## src/rtl/copier_pkg.sv

```systemverilog
// copier_pkg: shared constants and types for the byte-lane copier sequencer.
package copier_pkg;
  localparam int LANES = 4;
  localparam int WIDTH = 8 * LANES;

  typedef enum logic [1:0] {
    IDLE = 2'd0,
    RUN  = 2'd1,
    STEP = 2'd2,
    DONE = 2'd3
  } copier_state_t;

  typedef logic [LANES-1:0] lane_mask_t;
endpackage

```

## src/rtl/copier_rr_arb2.sv

```systemverilog
// copier_rr_arb2: two-requester round-robin arbiter. The pointer names the
// requester that wins a tie and moves to the other requester after every grant.
module copier_rr_arb2 (
  input  logic       clk,
  input  logic       rst_n,
  input  logic [1:0] i_valid,
  input  logic       i_accept,
  output logic [1:0] o_grant
);
  logic r_ptr;

  // Tie goes to the pointer owner; a lone requester always wins.
  always_comb begin
    o_grant = i_valid;
    if (i_valid == 2'b11) o_grant = r_ptr ? 2'b10 : 2'b01;
  end

  // Pointer flips to the requester that did not just win.
  always_ff @(posedge clk or negedge rst_n) begin
    if (!rst_n)                     r_ptr <= 1'b0;
    else if (i_accept && |o_grant)  r_ptr <= ~o_grant[1];
  end
endmodule

```

## src/rtl/copier_ctrl.sv

```systemverilog
// copier_ctrl: arbitrates two requesters onto one byte-lane copier, sequences
// it (parallel or one lane per cycle) and returns Y1/Y2 on a valid/ready channel.
// Optional feature macro: COPIER_CTRL_STEP_EN enables byte-serial (STEP) mode.
module copier_ctrl #(
  parameter int WIDTH = copier_pkg::WIDTH,
  parameter int LANES = copier_pkg::LANES,
  parameter int TAG_W = 4
) (
  input  logic             clk,
  input  logic             rst_n,
  input  logic             req0_valid,
  output logic             req0_ready,
  input  logic [LANES-1:0] req0_mask,
  input  logic             req0_neg,
  input  logic             req0_step,
  input  logic [TAG_W-1:0] req0_tag,
  input  logic [WIDTH-1:0] req0_c,
  input  logic [WIDTH-1:0] req0_d,
  input  logic             req1_valid,
  output logic             req1_ready,
  input  logic [LANES-1:0] req1_mask,
  input  logic             req1_neg,
  input  logic             req1_step,
  input  logic [TAG_W-1:0] req1_tag,
  input  logic [WIDTH-1:0] req1_c,
  input  logic [WIDTH-1:0] req1_d,
  output logic [LANES-1:0] cp_select,
  output logic             cp_neg,
  output logic [WIDTH-1:0] cp_c,
  output logic [WIDTH-1:0] cp_d,
  input  logic [WIDTH-1:0] cp_y1,
  input  logic [WIDTH-1:0] cp_y2,
  output logic             rsp_valid,
  input  logic             rsp_ready,
  output logic [WIDTH-1:0] rsp_y1,
  output logic [WIDTH-1:0] rsp_y2,
  output logic [TAG_W-1:0] rsp_tag,
  output logic             rsp_src,
  output logic             busy
);
  import copier_pkg::*;

  localparam int IDX_W = (LANES > 1) ? $clog2(LANES) : 1;

  copier_state_t    r_state, w_state_nxt;
  logic [1:0]       w_valid, w_grant;
  logic             w_accept, w_src;
  logic [LANES-1:0] w_req_mask, r_mask;
  logic             w_req_neg, r_neg;
  logic [TAG_W-1:0] w_req_tag, r_tag;
  logic [WIDTH-1:0] w_req_c, w_req_d, r_c, r_d, r_y1, r_y2;
  logic             r_src;
  logic             w_step_go, w_step_last;
  logic [LANES-1:0] w_step_sel;

  assign w_valid  = {req1_valid, req0_valid};
  // Ready is held low while reset is asserted so every output is quiet in reset.
  assign w_accept = rst_n && (r_state == IDLE) && (|w_valid);
  assign w_src    = w_grant[1];

  assign w_req_mask = w_src ? req1_mask : req0_mask;
  assign w_req_neg  = w_src ? req1_neg  : req0_neg;
  assign w_req_tag  = w_src ? req1_tag  : req0_tag;
  assign w_req_c    = w_src ? req1_c    : req0_c;
  assign w_req_d    = w_src ? req1_d    : req0_d;

  copier_rr_arb2 u_arb (
    .clk      (clk),
    .rst_n    (rst_n),
    .i_valid  (w_valid),
    .i_accept (w_accept),
    .o_grant  (w_grant)
  );

`ifdef COPIER_CTRL_STEP_EN
  logic [IDX_W-1:0] r_idx, w_first_idx, w_next_idx;
  logic             w_has_next;
  logic             w_req_step;

  assign w_req_step = w_src ? req1_step : req0_step;

  // Lowest set bit of the incoming mask seeds the index; next set bit above r_idx advances it.
  always_comb begin
    w_first_idx = '0;
    w_next_idx  = r_idx;
    w_has_next  = 1'b0;
    for (int i = LANES - 1; i >= 0; i--) begin
      if (w_req_mask[i]) w_first_idx = IDX_W'(i);
      if (r_mask[i] && (i > int'(r_idx))) begin
        w_has_next = 1'b1;
        w_next_idx = IDX_W'(i);
      end
    end
  end

  // A zero mask has no lane to walk, so it takes the RUN path.
  assign w_step_go   = w_req_step && (|w_req_mask);
  assign w_step_last = !w_has_next;
  assign w_step_sel  = LANES'(1) << r_idx;

  // Lane index: seeded on accept, advanced every STEP cycle.
  always_ff @(posedge clk or negedge rst_n) begin
    if (!rst_n)                r_idx <= '0;
    else if (w_accept)         r_idx <= w_first_idx;
    else if (r_state == STEP)  r_idx <= w_next_idx;
  end
`else
  // Step requests are ignored in this build; ports kept for interface parity.
  logic w_unused_step;
  assign w_unused_step = req0_step | req1_step;
  assign w_step_go     = 1'b0;
  assign w_step_last   = 1'b1;
  assign w_step_sel    = '0;
`endif

  // State register.
  always_ff @(posedge clk or negedge rst_n) begin
    if (!rst_n) r_state <= IDLE;
    else        r_state <= w_state_nxt;
  end

  // Next-state logic.
  always_comb begin
    w_state_nxt = r_state;
    case (r_state)
      IDLE:    if (w_accept) w_state_nxt = w_step_go ? STEP : RUN;
      RUN:     w_state_nxt = DONE;
      STEP:    if (w_step_last) w_state_nxt = DONE;
      DONE:    if (rsp_ready) w_state_nxt = IDLE;
      default: w_state_nxt = IDLE;
    endcase
  end

  // Operand capture from the granted requester.
  always_ff @(posedge clk or negedge rst_n) begin
    if (!rst_n) begin
      r_mask <= '0;
      r_neg  <= 1'b0;
      r_tag  <= '0;
      r_c    <= '0;
      r_d    <= '0;
      r_src  <= 1'b0;
    end else if (w_accept) begin
      r_mask <= w_req_mask;
      r_neg  <= w_req_neg;
      r_tag  <= w_req_tag;
      r_c    <= w_req_c;
      r_d    <= w_req_d;
      r_src  <= w_src;
    end
  end

  // Result registers: cleared on accept, loaded in RUN, accumulated lane by lane in STEP.
  always_ff @(posedge clk or negedge rst_n) begin
    if (!rst_n) begin
      r_y1 <= '0;
      r_y2 <= '0;
    end else if (w_accept) begin
      r_y1 <= '0;
      r_y2 <= '0;
    end else if (r_state == RUN) begin
      r_y1 <= cp_y1;
      r_y2 <= cp_y2;
    end else if (r_state == STEP) begin
      r_y1 <= r_y1 | cp_y1;
      r_y2 <= r_y2 | cp_y2;
    end
  end

  // Output decode: copier drive only while working, response fields only in DONE.
  always_comb begin
    req0_ready = w_accept & w_grant[0];
    req1_ready = w_accept & w_grant[1];
    cp_select  = '0;
    cp_neg     = 1'b0;
    cp_c       = '0;
    cp_d       = '0;
    rsp_valid  = 1'b0;
    rsp_y1     = '0;
    rsp_y2     = '0;
    rsp_tag    = '0;
    rsp_src    = 1'b0;
    busy       = (r_state != IDLE);
    case (r_state)
      RUN: begin
        cp_select = r_mask;
        cp_neg    = r_neg;
        cp_c      = r_c;
        cp_d      = r_d;
      end
      STEP: begin
        cp_select = w_step_sel;
        cp_neg    = r_neg;
        cp_c      = r_c;
        cp_d      = r_d;
      end
      DONE: begin
        rsp_valid = 1'b1;
        rsp_y1    = r_y1;
        rsp_y2    = r_y2;
        rsp_tag   = r_tag;
        rsp_src   = r_src;
      end
      default: ;
    endcase
  end
endmodule

```

## config.mk

```make
export PLATFORM = sky130hd
export DESIGN_NAME = copier_ctrl
export DESIGN_NICKNAME = d
export VERILOG_FILES = /design/src/rtl/copier_pkg.sv /design/src/rtl/copier_rr_arb2.sv /design/src/rtl/copier_ctrl.sv
export SDC_FILE = /design/constraint.sdc
export NUM_CORES = 1
export LEC_CHECK = 0
export ABC_AREA = 1
export BUFFER_PORTS_ARGS = -buffer_cell sky130_fd_sc_hd__buf_2
export CORE_AREA = 4 4 139 141
export CTS_BUF_LIST = sky130_fd_sc_hd__clkbuf_8
export DETAILED_ROUTE_END_ITERATION = 12
export DIE_AREA = 0 0 143 145
export GPL_TIMING_DRIVEN = 0
export PLACE_DENSITY = 0.77
export SLEW_MARGIN = 20
export SYNTH_ARGS = -nofsm -noshare
export SYNTH_HDL_FRONTEND = slang
export SYNTH_SLANG_ARGS = --single-unit
```

## constraint.sdc

```tcl
create_clock -name clk -period 2.4 [get_ports clk]
set_input_delay 0.24 -clock clk [delete_from_list [all_inputs] [get_ports clk]]
set_output_delay 0.24 -clock clk [all_outputs]
set_load 0.02 [all_outputs]
```

==> flow_summary.yaml, run 1 <==
outcome:
  status: "complete, but fails checks"
  violations: "hold timing"
pwr:
  power_mw: 15.6
  p_per_area_nw_per_um2: 1410
  peakVddDrop_mv: 0.702
  leakagePower_nw: 7.86
run:
  cap_violations: 0
timing:
  period_share: 0.934
  rsz0062_at_grt: "false"
  slew_violations: 0
  maxSlewHeadroom: 0.636
  tightestPinTransition_ns: 0.546
  setup_viol_count_final: 0
  hold_violations: 78
  clock.fmax_mhz: 446
  setup_tns_ns: 0
  holdWs_ns: -0.296
  fin_worst_skew_ns: 0.00866
  fin_crit_ns: 2.24
  fin_ws_ns: 0.159
placement:
  dp_hpwl_mm: 20.2
  dp_cells: 1870
  io_buffers: 356
  place.gp.congestion: 0.874
  placed_area_um2: 10500
  pre_cts_ws_ns: -0.0300
global_route:
  grt_max_degree: 80
  gr-total-overflow: 0
  grt_pass1_vias: 8542
  grt_pass1_wl_mm: 41.4
  antenna_found_initial: 8
  grtUsageTotal: 0.250
synth:
  syn-instance-count: 1284
  netlist.area_leader.share: 0.423
  avgSynthCellArea_um2: 6.50
  yosysWarnings: 0
  ys_ff_latch: 141
  yosysMostFrequentCell: "nand2_1"
  synth_nets: 1505
  ys_top_cells_by_count: "625 x nand2_1, 282 x inv_1, 141 x dfrtp_1"
  synth_cell_types: 15
  synth_edf_count: 0
  ys_async_sr_fraction: 1.00
  synth_ff_type: "dfrtp_1"
  synthTopCellsByArea: "dfrtp_1 42%, nand2_1 28%, inv_1 13%"
  synth_top_area_cell: "dfrtp_1"
  synth_seq_area_share: 0.423
  netlist_area_um2: 8350
worst_setup_path:
  r2r-start: "r_state[1]"
  worstSetupEndpointType: "primary output"
  critPathBufInv: 6
  crit_slowest_cell: "dfrtp_1"
  crit_path_cell_trace: "inv_1 -> ha_4 -> buf_2 -> buf_12 -> buf_6 -> nand2_1 -> inv_1 -> buf_2"
  cp_top_family: "buffers and inverters"
  path_max_fanout: 10
  ff2ff_setup_slack_ns: 0.74
  start_kind: "flop"
  cpPeakStageDelay_ns: 0.38
  cp.required_ns: 2.16
  crit_arrival_ns: 2.00
  timing.critical_path.from: "r_state[1]"
  worstSetupPathType: "flop to primary output"
cts:
  htree_num_levels: 4
  clkLatencyLatePin_ns: 0.44
  clock_tree.buffer_depth: 2
  cts_buffers: 17
  cts_tree: "built"
  cts.sinks: 141
  root_buffer: "clkbuf_8"
  clkTransAtPathRegs_ns: 0.08
detailed_routing:
  viasPerCell: 4.56
  drt_iter0_drc: 391
  vias: 8710
  dr_wl_met3_mm: 1.82
  wire_per_inst_um: 13.6
  drcViolationCount: 0
  topRoutingLayerUsed: "met5"
  drt_first_pass_iters: 5
  antenna_left: 0
  drt-met1-wl_mm: 10.6
  wirelength_mm: 26.0
  wl_met2_mm: 13.0
finish:
  fin_util: 0.616
  nets: 1882
  syn_to_final_growth_pct: 32.7
  post-route-cell-area_um2: 11100
  nFillCells: 1747
  final_layout_size_suffix_gt1_frac: 0.271
  fin_cells: 1908
floorplanning:
  rows: 49
  start_util: 0.465
  io_pins: 359
  die_h_um: 145
  coreArea_um2: 18000
  die_w_um: 143
  dieArea_um2: 20700
hold_path:
  min_path_type: "primary input to asynchronous set/reset pin"
-- flip-flops by register name (all words and copies together), names as in the netlist --
register / flops
r_tag: 4
r_state: 2
r_neg: 1
r_y2: 32
r_src: 1
r_d: 32
u_arb.r_ptr: 1
r_y1: 32
r_mask: 4
r_c: 32
-- placed cells by master, fill, tap and decap left out, drive strengths merged --
| cell type | count |
|---|---|
| buf | 418 |
| bufinv | 8 |
| clkbuf | 35 |
| clkinv | 1 |
| dfrtp | 141 |
| diode | 6 |
| ha | 4 |
| inv | 286 |
| nand2 | 626 |
| nand3 | 75 |
| nand3b | 73 |
| nor2 | 3 |
| o21ai | 3 |
-- power by group --
part	switching (mW)	internal, mW
registers	0.628	3.58
clock network	0.910	1.60
logic	5.87	3.00
-- cell families after synthesis --
logic type                 Yosys count  share of synthesized area
AOI/OAI and AO/OA                    3                    0.00180
adders and majority gates            4                    0.00600
buffers and inverters              359                      0.176
DFF                                141                      0.423
and+or+nand+nor                    777                      0.394
-- repair_timing --
action,in CTS,in global routing
pin swaps,0,1
gates resized for setup,13,9
endpoints found under the hold margin,78,78
endpoints found under the setup margin,103,41
setup buffers,2,1
-- cell type report --
type                       count  area [µm²]  share of cell area
multi-input combinational    784        3370               0.305
timing repair buffer         360        1850               0.167
inverter                     283        1060              0.0959
clock inverter                12         265              0.0240
buffer                        74         432              0.0390
clock buffer                  19         262              0.0236
antenna                        6        15.0             0.00136
sequential                   141        3530               0.319
tap                          229         287              0.0259
-- per-layer routing --
metal  vias up  track usage
met5         -            0
met4         4       0.0932
li1       4432            -
met2       343        0.434
met3        49       0.0497
met1      3882        0.305
-- worst paths after layout --
| path | endpoint | cells after the start |
|---|---|---|
| max | cp_c[30] | 8 |
| min | r_y1[20] | 1 |
| max reg2reg | r_d[25] | 9 |
| min reg2reg | r_tag[1] | 2 |
| max in group asynchronous | r_d[6] | 2 |
| min in group clk | r_y2[17] | 5 |
Note: power is estimated with default switching activity, not from simulation.
==> run 2, diff against run 1 <==
--- a/config.mk
+++ b/config.mk
@@ -5,14 +5,13 @@
 export SDC_FILE = /design/constraint.sdc
 export NUM_CORES = 1
 export LEC_CHECK = 0
-export ABC_AREA = 1
 export BUFFER_PORTS_ARGS = -buffer_cell sky130_fd_sc_hd__buf_2
-export CORE_AREA = 4 4 139 141
+export CORE_AREA = 4 4 136 138
 export CTS_BUF_LIST = sky130_fd_sc_hd__clkbuf_8
 export DETAILED_ROUTE_END_ITERATION = 12
-export DIE_AREA = 0 0 143 145
+export DIE_AREA = 0 0 140 142
 export GPL_TIMING_DRIVEN = 0
-export PLACE_DENSITY = 0.77
+export PLACE_DENSITY = 0.72
 export SLEW_MARGIN = 20
 export SYNTH_ARGS = -nofsm -noshare
 export SYNTH_HDL_FRONTEND = slang
==> run 2 against run 1 <==
Fmax fell by 3.1%. Total power decreased by 0.38%. The flow now finishes without violations. Flip-flop and latch count unchanged. Critical path depth shrank 1. Global-route usage rose by 0.55 points. Clock-buffer cell count fell by 2. Worst setup slack got worse by 0.072 ns. Die area shrank 4.1%.
==> flow_summary.yaml, run 2 <==
timing:
  tightestPinTransition_ns: 0.560
  clock.fmax_mhz: 432
  period_share: 0.963
  maxSlewHeadroom: 0.626
  fin_ws_ns: 0.0878
  slew_violations: 0
  fin_crit_ns: 2.31
  hold_violations: 0
  setup_viol_count_final: 0
  fin_worst_skew_ns: 0.0171
finish:
  syn_to_final_growth_pct: 37.4
  nets: 1406
  final_layout_size_suffix_gt1_frac: 0.369
  final_cell_mix: "382 x buf_2, 141 x dfrtp_1, 139 x nor2_1"
  final_common_cell: "buf_2"
pwr:
  peakVddDrop_mv: 0.866
  leakagePower_nw: 4.93
  power_mw: 15.5
  p_per_area_nw_per_um2: 1580
global_route:
  grt_pass1_vias: 7452
  grt_max_degree: 79
  grt_pass1_wl_mm: 39.9
  grtUsageTotal: 0.255
  gr-total-overflow: 0
  antenna_found_initial: 4
worst_setup_path:
  crit_arrival_ns: 2.07
  reg2reg_to: "r_y2[21]"
  worstSetupEndpointType: "primary output"
  worstSetupPathType: "flop to primary output"
  r2r_cells: 7
  ff2ff_setup_slack_ns: 0.40
  path_max_fanout: 10
  cpPeakStageDelay_ns: 0.40
  path_common_cell: "buf_2"
  r2r-start: "r_state[1]"
  start_kind: "flop"
  crit_path_cell_trace: "inv_1 -> ha_2 -> buf_2 -> buf_12 -> buf_4 -> and2_1 -> buf_2"
  crit_slowest_cell: "dfrtp_1"
  cp.required_ns: 2.16
detailed_routing:
  wire_per_inst_um: 18.5
  wirelength_mm: 26.4
  drt_iter0_drc: 408
  viasPerCell: 5.27
  antenna_left: 0
  vias: 7518
  drcViolationCount: 0
  drt_first_pass_iters: 5
floorplanning:
  die_h_um: 142
  coreArea_um2: 17200
  rows: 48
  die_w_um: 140
  dieArea_um2: 19900
  io_pins: 359
  start_util: 0.415
run:
  cap_violations: 0
synth:
  synth_edf_count: 0
  synth_top_area_cell: "dfrtp_1"
  synth_cell_types: 22
  synth_ff_type: "dfrtp_1"
  synth_seq_area_share: 0.495
  ys_ff_latch: 141
  synth_nets: 1028
  synthTopCellsByArea: "dfrtp_1 49%, and2_1 12%, nor2_1 7.3%"
  yosysMostFrequentCell: "dfrtp_1"
  ys_top_cells_by_count: "141 x dfrtp_1, 139 x nor2_1, 138 x and2_1"
  netlist.area_leader.share: 0.495
  yosysWarnings: 0
  netlist_area_um2: 7130
  syn-instance-count: 807
  ys_async_sr_fraction: 1.00
  avgSynthCellArea_um2: 8.84
placement:
  place.gp.congestion: 0.877
  pre_cts_ws_ns: 0.00553
  io_buffers: 355
  dp_hpwl_mm: 19.8
hold_path:
  hold_end: "r_d[13]"
  min_from: "req0_d[13]"
  whs_path_depth: 3
  min_path_type: "primary input to flop"
cts:
  cts_buffers: 17
  htree_num_levels: 4
  clkLatencyLatePin_ns: 0.45
  clkTransAtPathRegs_ns: 0.10
  root_buffer: "clkbuf_8"
  cts_tree: "built"
  clock_tree.buffer_depth: 2
  cts.sinks: 141
outcome:
  status: "complete, no violations"
run 2: area by class of cell:
| cell class | count | area (µm²) |
|---|---|---|
| fillers | 1612 | 7380 |
| flip-flops and latches | 141 | 3530 |
| multi-input cells | 579 | 3220 |
| repair buffers | 360 | 1870 |
| plain buffers | 82 | 425 |
| well taps | 225 | 282 |
| clock buffers | 17 | 234 |
| clock inverters | 15 | 210 |
| inverters | 4 | 15.0 |
| diodes | 3 | 7.51 |
run 2: repair_timing:
action                                  in CTS  in global routing
hold buffers                                 2                  0
setup buffers                                1                  1
endpoints found under the setup margin      77                 54
resized for setup                           15                 22
endpoints found under the hold margin       63                  0
run 2: cell families after synthesis:
| logic type | count (synthesis) | synth area share |
|---|---|---|
| compound gates | 290 | 0.242 |
| simple gates | 283 | 0.198 |
| flops | 141 | 0.495 |
| buf+inv | 87 | 0.0547 |
| fa+ha+maj | 4 | 0.00702 |
| mux | 2 | 0.00298 |
run 2: worst max-delay path, delay by kind of cell, from the launching register on:
family / cells / cell delay (ns)
buffers and inverters: 5 / 0.73
and+or+nand+nor: 1 / 0.17
DFF: 1 / 0.40
adders and majority gates: 1 / 0.32
run 2: layer usage:
layer,share of wire,vias to the layer above,GRT usage
met2,0.49,317,0.441
li1,-,3566,-
met5,0.00026,-,0
met1,0.41,3588,0.314
met3,0.077,45,0.0628
met4,0.026,2,0.0887
run 2: how the worst max path moves through the flow:
stage	depth (start not counted)	to	start	slack, ns
final	7	cp_d[23]	r_state[1]	0.09
after CTS	7	cp_d[26]	r_state[1]	0.001
after floorplan	6	req0_ready	r_state[0]	0.70
after global placement	4	r_state[1]	rst_n	-2.04
after global routing	7	cp_d[0]	r_state[1]	-0.008
after detailed placement	7	cp_d[25]	r_state[0]	0.006
run 2: stage by stage:
| step | hold slack (ns) | cell area, µm² | TNS [ns] | utilization | cells |
|---|---|---|---|---|---|
| 2_1_floorplan | -0.0556 | 7130 | 0 | - | 807 |
| 3_3_place_gp | 0.487 | 9190 | -355.50 | 0.535 | 1387 |
| 3_5_place_dp | 0.232 | 9230 | 0 | 0.537 | 1388 |
| 4_1_cts | 0.00230 | 9740 | 0 | 0.567 | 1422 |
| 5_1_grt | 0.0105 | 9800 | -0.0234 | 0.570 | 1426 |
| 6_report | 0.0303 | 9800 | 0 | 0.570 | 1426 |
run 2: power breakdown:
group,switching [mW],internal (mW),total [mW]
Clock,1.01,1.16,2.16
Sequential,0.576,3.62,4.20
Combinational,5.77,3.39,9.16
==> run 3, diff against run 2 <==
--- a/config.mk
+++ b/config.mk
@@ -5,7 +5,7 @@
 export SDC_FILE = /design/constraint.sdc
 export NUM_CORES = 1
 export LEC_CHECK = 0
-export BUFFER_PORTS_ARGS = -buffer_cell sky130_fd_sc_hd__buf_2
+export BUFFER_PORTS_ARGS = -buffer_cell sky130_fd_sc_hd__buf_4
 export CORE_AREA = 4 4 136 138
 export CTS_BUF_LIST = sky130_fd_sc_hd__clkbuf_8
 export DETAILED_ROUTE_END_ITERATION = 12
==> run 3 against run 2 <==
Core utilization is 4.3 points higher. Critical path depth stayed put. Worst setup slack worse by 0.026 ns. Sequential power hardly changed. Global-route usage is 0.89 points higher. Cell area is 7.6% higher. Non-clock buffer count is 1 lower. Fmax is 1.1% lower. Combinational power is 10% higher. Clock power is 16% lower. Largest cell class unchanged. Largest power group unchanged. Highest routed layer is now met4.
==> flow_summary.yaml, run 3 (synthesis results as in run 2) <==
outcome:
  status: "complete, no violations"
pwr:
  peakVddDrop_mv: 0.759
  leakagePower_nw: 5.10
  p_per_area_nw_per_um2: 1520
finish:
  nFillCells: 1597
  final_layout_size_suffix_gt1_frac: 0.367
  ff_latch_area_um2: 3530
  final_common_cell: "buf_4"
  final_cell_mix: "361 x buf_4, 141 x dfrtp_1, 139 x nor2_1"
  num_antenna_cells: 0
  multi_input_area_um2: 3220
  nets: 1405
  syn_to_final_growth_pct: 47.8
  fin_cells: 1421
timing:
  setup_viol_count_final: 0
  hold_violations: 0
  period_share: 0.974
  fin_worst_skew_ns: 0.0124
  tightestPinTransition_ns: 0.600
  setup_tns_ns: 0
  maxSlewHeadroom: 0.600
  clock.fmax_mhz: 428
  fin_crit_ns: 2.34
  slew_violations: 0
placement:
  dp_cells: 1388
  place.gp.congestion: 0.896
  io_buffers: 355
  dp_hpwl_mm: 20.5
worst_setup_path:
  cpPeakStageDelay_ns: 0.39
  start_kind: "flop"
  cp.required_ns: 2.16
  worstSetupEndpointType: "primary output"
  path_max_fanout: 10
  crit_path_cell_trace: "inv_1 -> ha_2 -> buf_2 -> buf_8 -> clkbuf_8 -> and2_1 -> buf_4"
  crit_arrival_ns: 2.10
  worstSetupPathType: "flop to primary output"
  crit_slowest_cell: "dfrtp_1"
detailed_routing:
  antenna_left: 0
  viasPerCell: 5.28
  drcViolationCount: 0
  vias: 7499
  wire_per_inst_um: 19.2
  wirelength_mm: 27.2
  drt_iter0_drc: 466
  drt_first_pass_iters: 5
floorplanning:
  die_w_um: 140
  dieArea_um2: 19900
  coreArea_um2: 17200
  start_util: 0.415
  io_pins: 359
  rows: 48
  die_h_um: 142
global_route:
  grtUsageTotal: 0.264
  antenna_found_initial: 0
  grt_max_degree: 90
  grt_pass1_vias: 7546
  gr-total-overflow: 0
  grt_pass1_wl_mm: 41.1
cts:
  cts_tree: "built"
  htree_num_levels: 4
  root_buffer: "clkbuf_8"
  clock_tree.buffer_depth: 2
  clkLatencyLatePin_ns: 0.44
  clkTransAtPathRegs_ns: 0.09
  cts.sinks: 141
  cts_buffers: 17
run:
  cap_violations: 0
hold_path:
  min_path_type: "primary input to flop"
## run 3: changes by cell type in the layout (fill, tap and decap cells not counted), sizes merged
cell	previous run	this run
clkinvlp	2	3
diode	3	0
clkbuf	57	58
inv	10	6
buf	401	400
clkinv	3	7
bufinv	4	1
## run 3: worst paths after layout
check / start / to / slack, ns / depth (start not counted)
hold / removal: req0_d[15] / r_d[15] / 0.05 / 3
hold reg to reg: r_src / r_src / 0.50 / 2
max in group asynchronous: rst_n / r_y1[9] / 1.34 / 3
setup / recovery: r_state[1] / cp_d[25] / 0.06 / 7
setup reg to reg: r_state[0] / r_y1[26] / 0.41 / 7
min in group asynchronous: rst_n / r_c[6] / 0.29 / 2
## run 3: cell type report
cell class                      count  share of cell area
Buffer                             82              0.0382
Clock buffer                       18              0.0235
Clock inverter                     13              0.0110
Inverter                            4             0.00142
Multi-Input combinational cell    579               0.305
Sequential cell                   141               0.335
Tap cell                          225              0.0267
Timing Repair Buffer              359               0.259
## run 3: worst max-delay path: cells and delay by family, from the launching register on
family | cells | cell delay, ns
and+or+nand+nor | 1 | 0.20
DFF | 1 | 0.39
adders and majority gates | 1 | 0.31
buffers and inverters | 5 | 0.76
## run 3: per-layer routing
layer | vias up | share of wire | track usage | routed length [µm]
li1 | 3559 | - | - | -
met1 | 3586 | 0.40 | 0.329 | 10800
met2 | 323 | 0.50 | 0.457 | 13600
met3 | 31 | 0.086 | 0.0719 | 2350
met4 | 0 | 0.020 | 0.0714 | 552
met5 | - | 0 | 0 | 0
## run 3: what timing repair did
action | CTS | global route
pin swaps | 0 | 0
resized for setup | 14 | 4
endpoints found under the hold margin | 52 | 0
buffers inserted | 0 | 2
endpoints found under the setup margin | 76 | 44
hold buffers | 1 | 0
## run 3: power breakdown
part | internal [mW] | leakage [nW] | switching (mW)
logic | 4.20 | 3.32 | 5.86
registers | 3.62 | 1.59 | 0.569
clock network | 0.845 | 0.181 | 0.972
## run 3: per-stage QoR
stage	utilization	worst slack (ns)	hold WS (ns)	instance area [µm²]	total power, mW
floorplan	-	0.704	-0.0556	7130	9.97
global placement	0.587	-0.731	0.479	10100	14.1
detailed placement	0.589	0.0999	0.198	10100	14.2
CTS	0.612	0.0199	0.0181	10500	16.2
global route	0.614	-0.0422	0.0290	10500	17.2
finish	0.614	0.0618	0.0509	10500	16.1
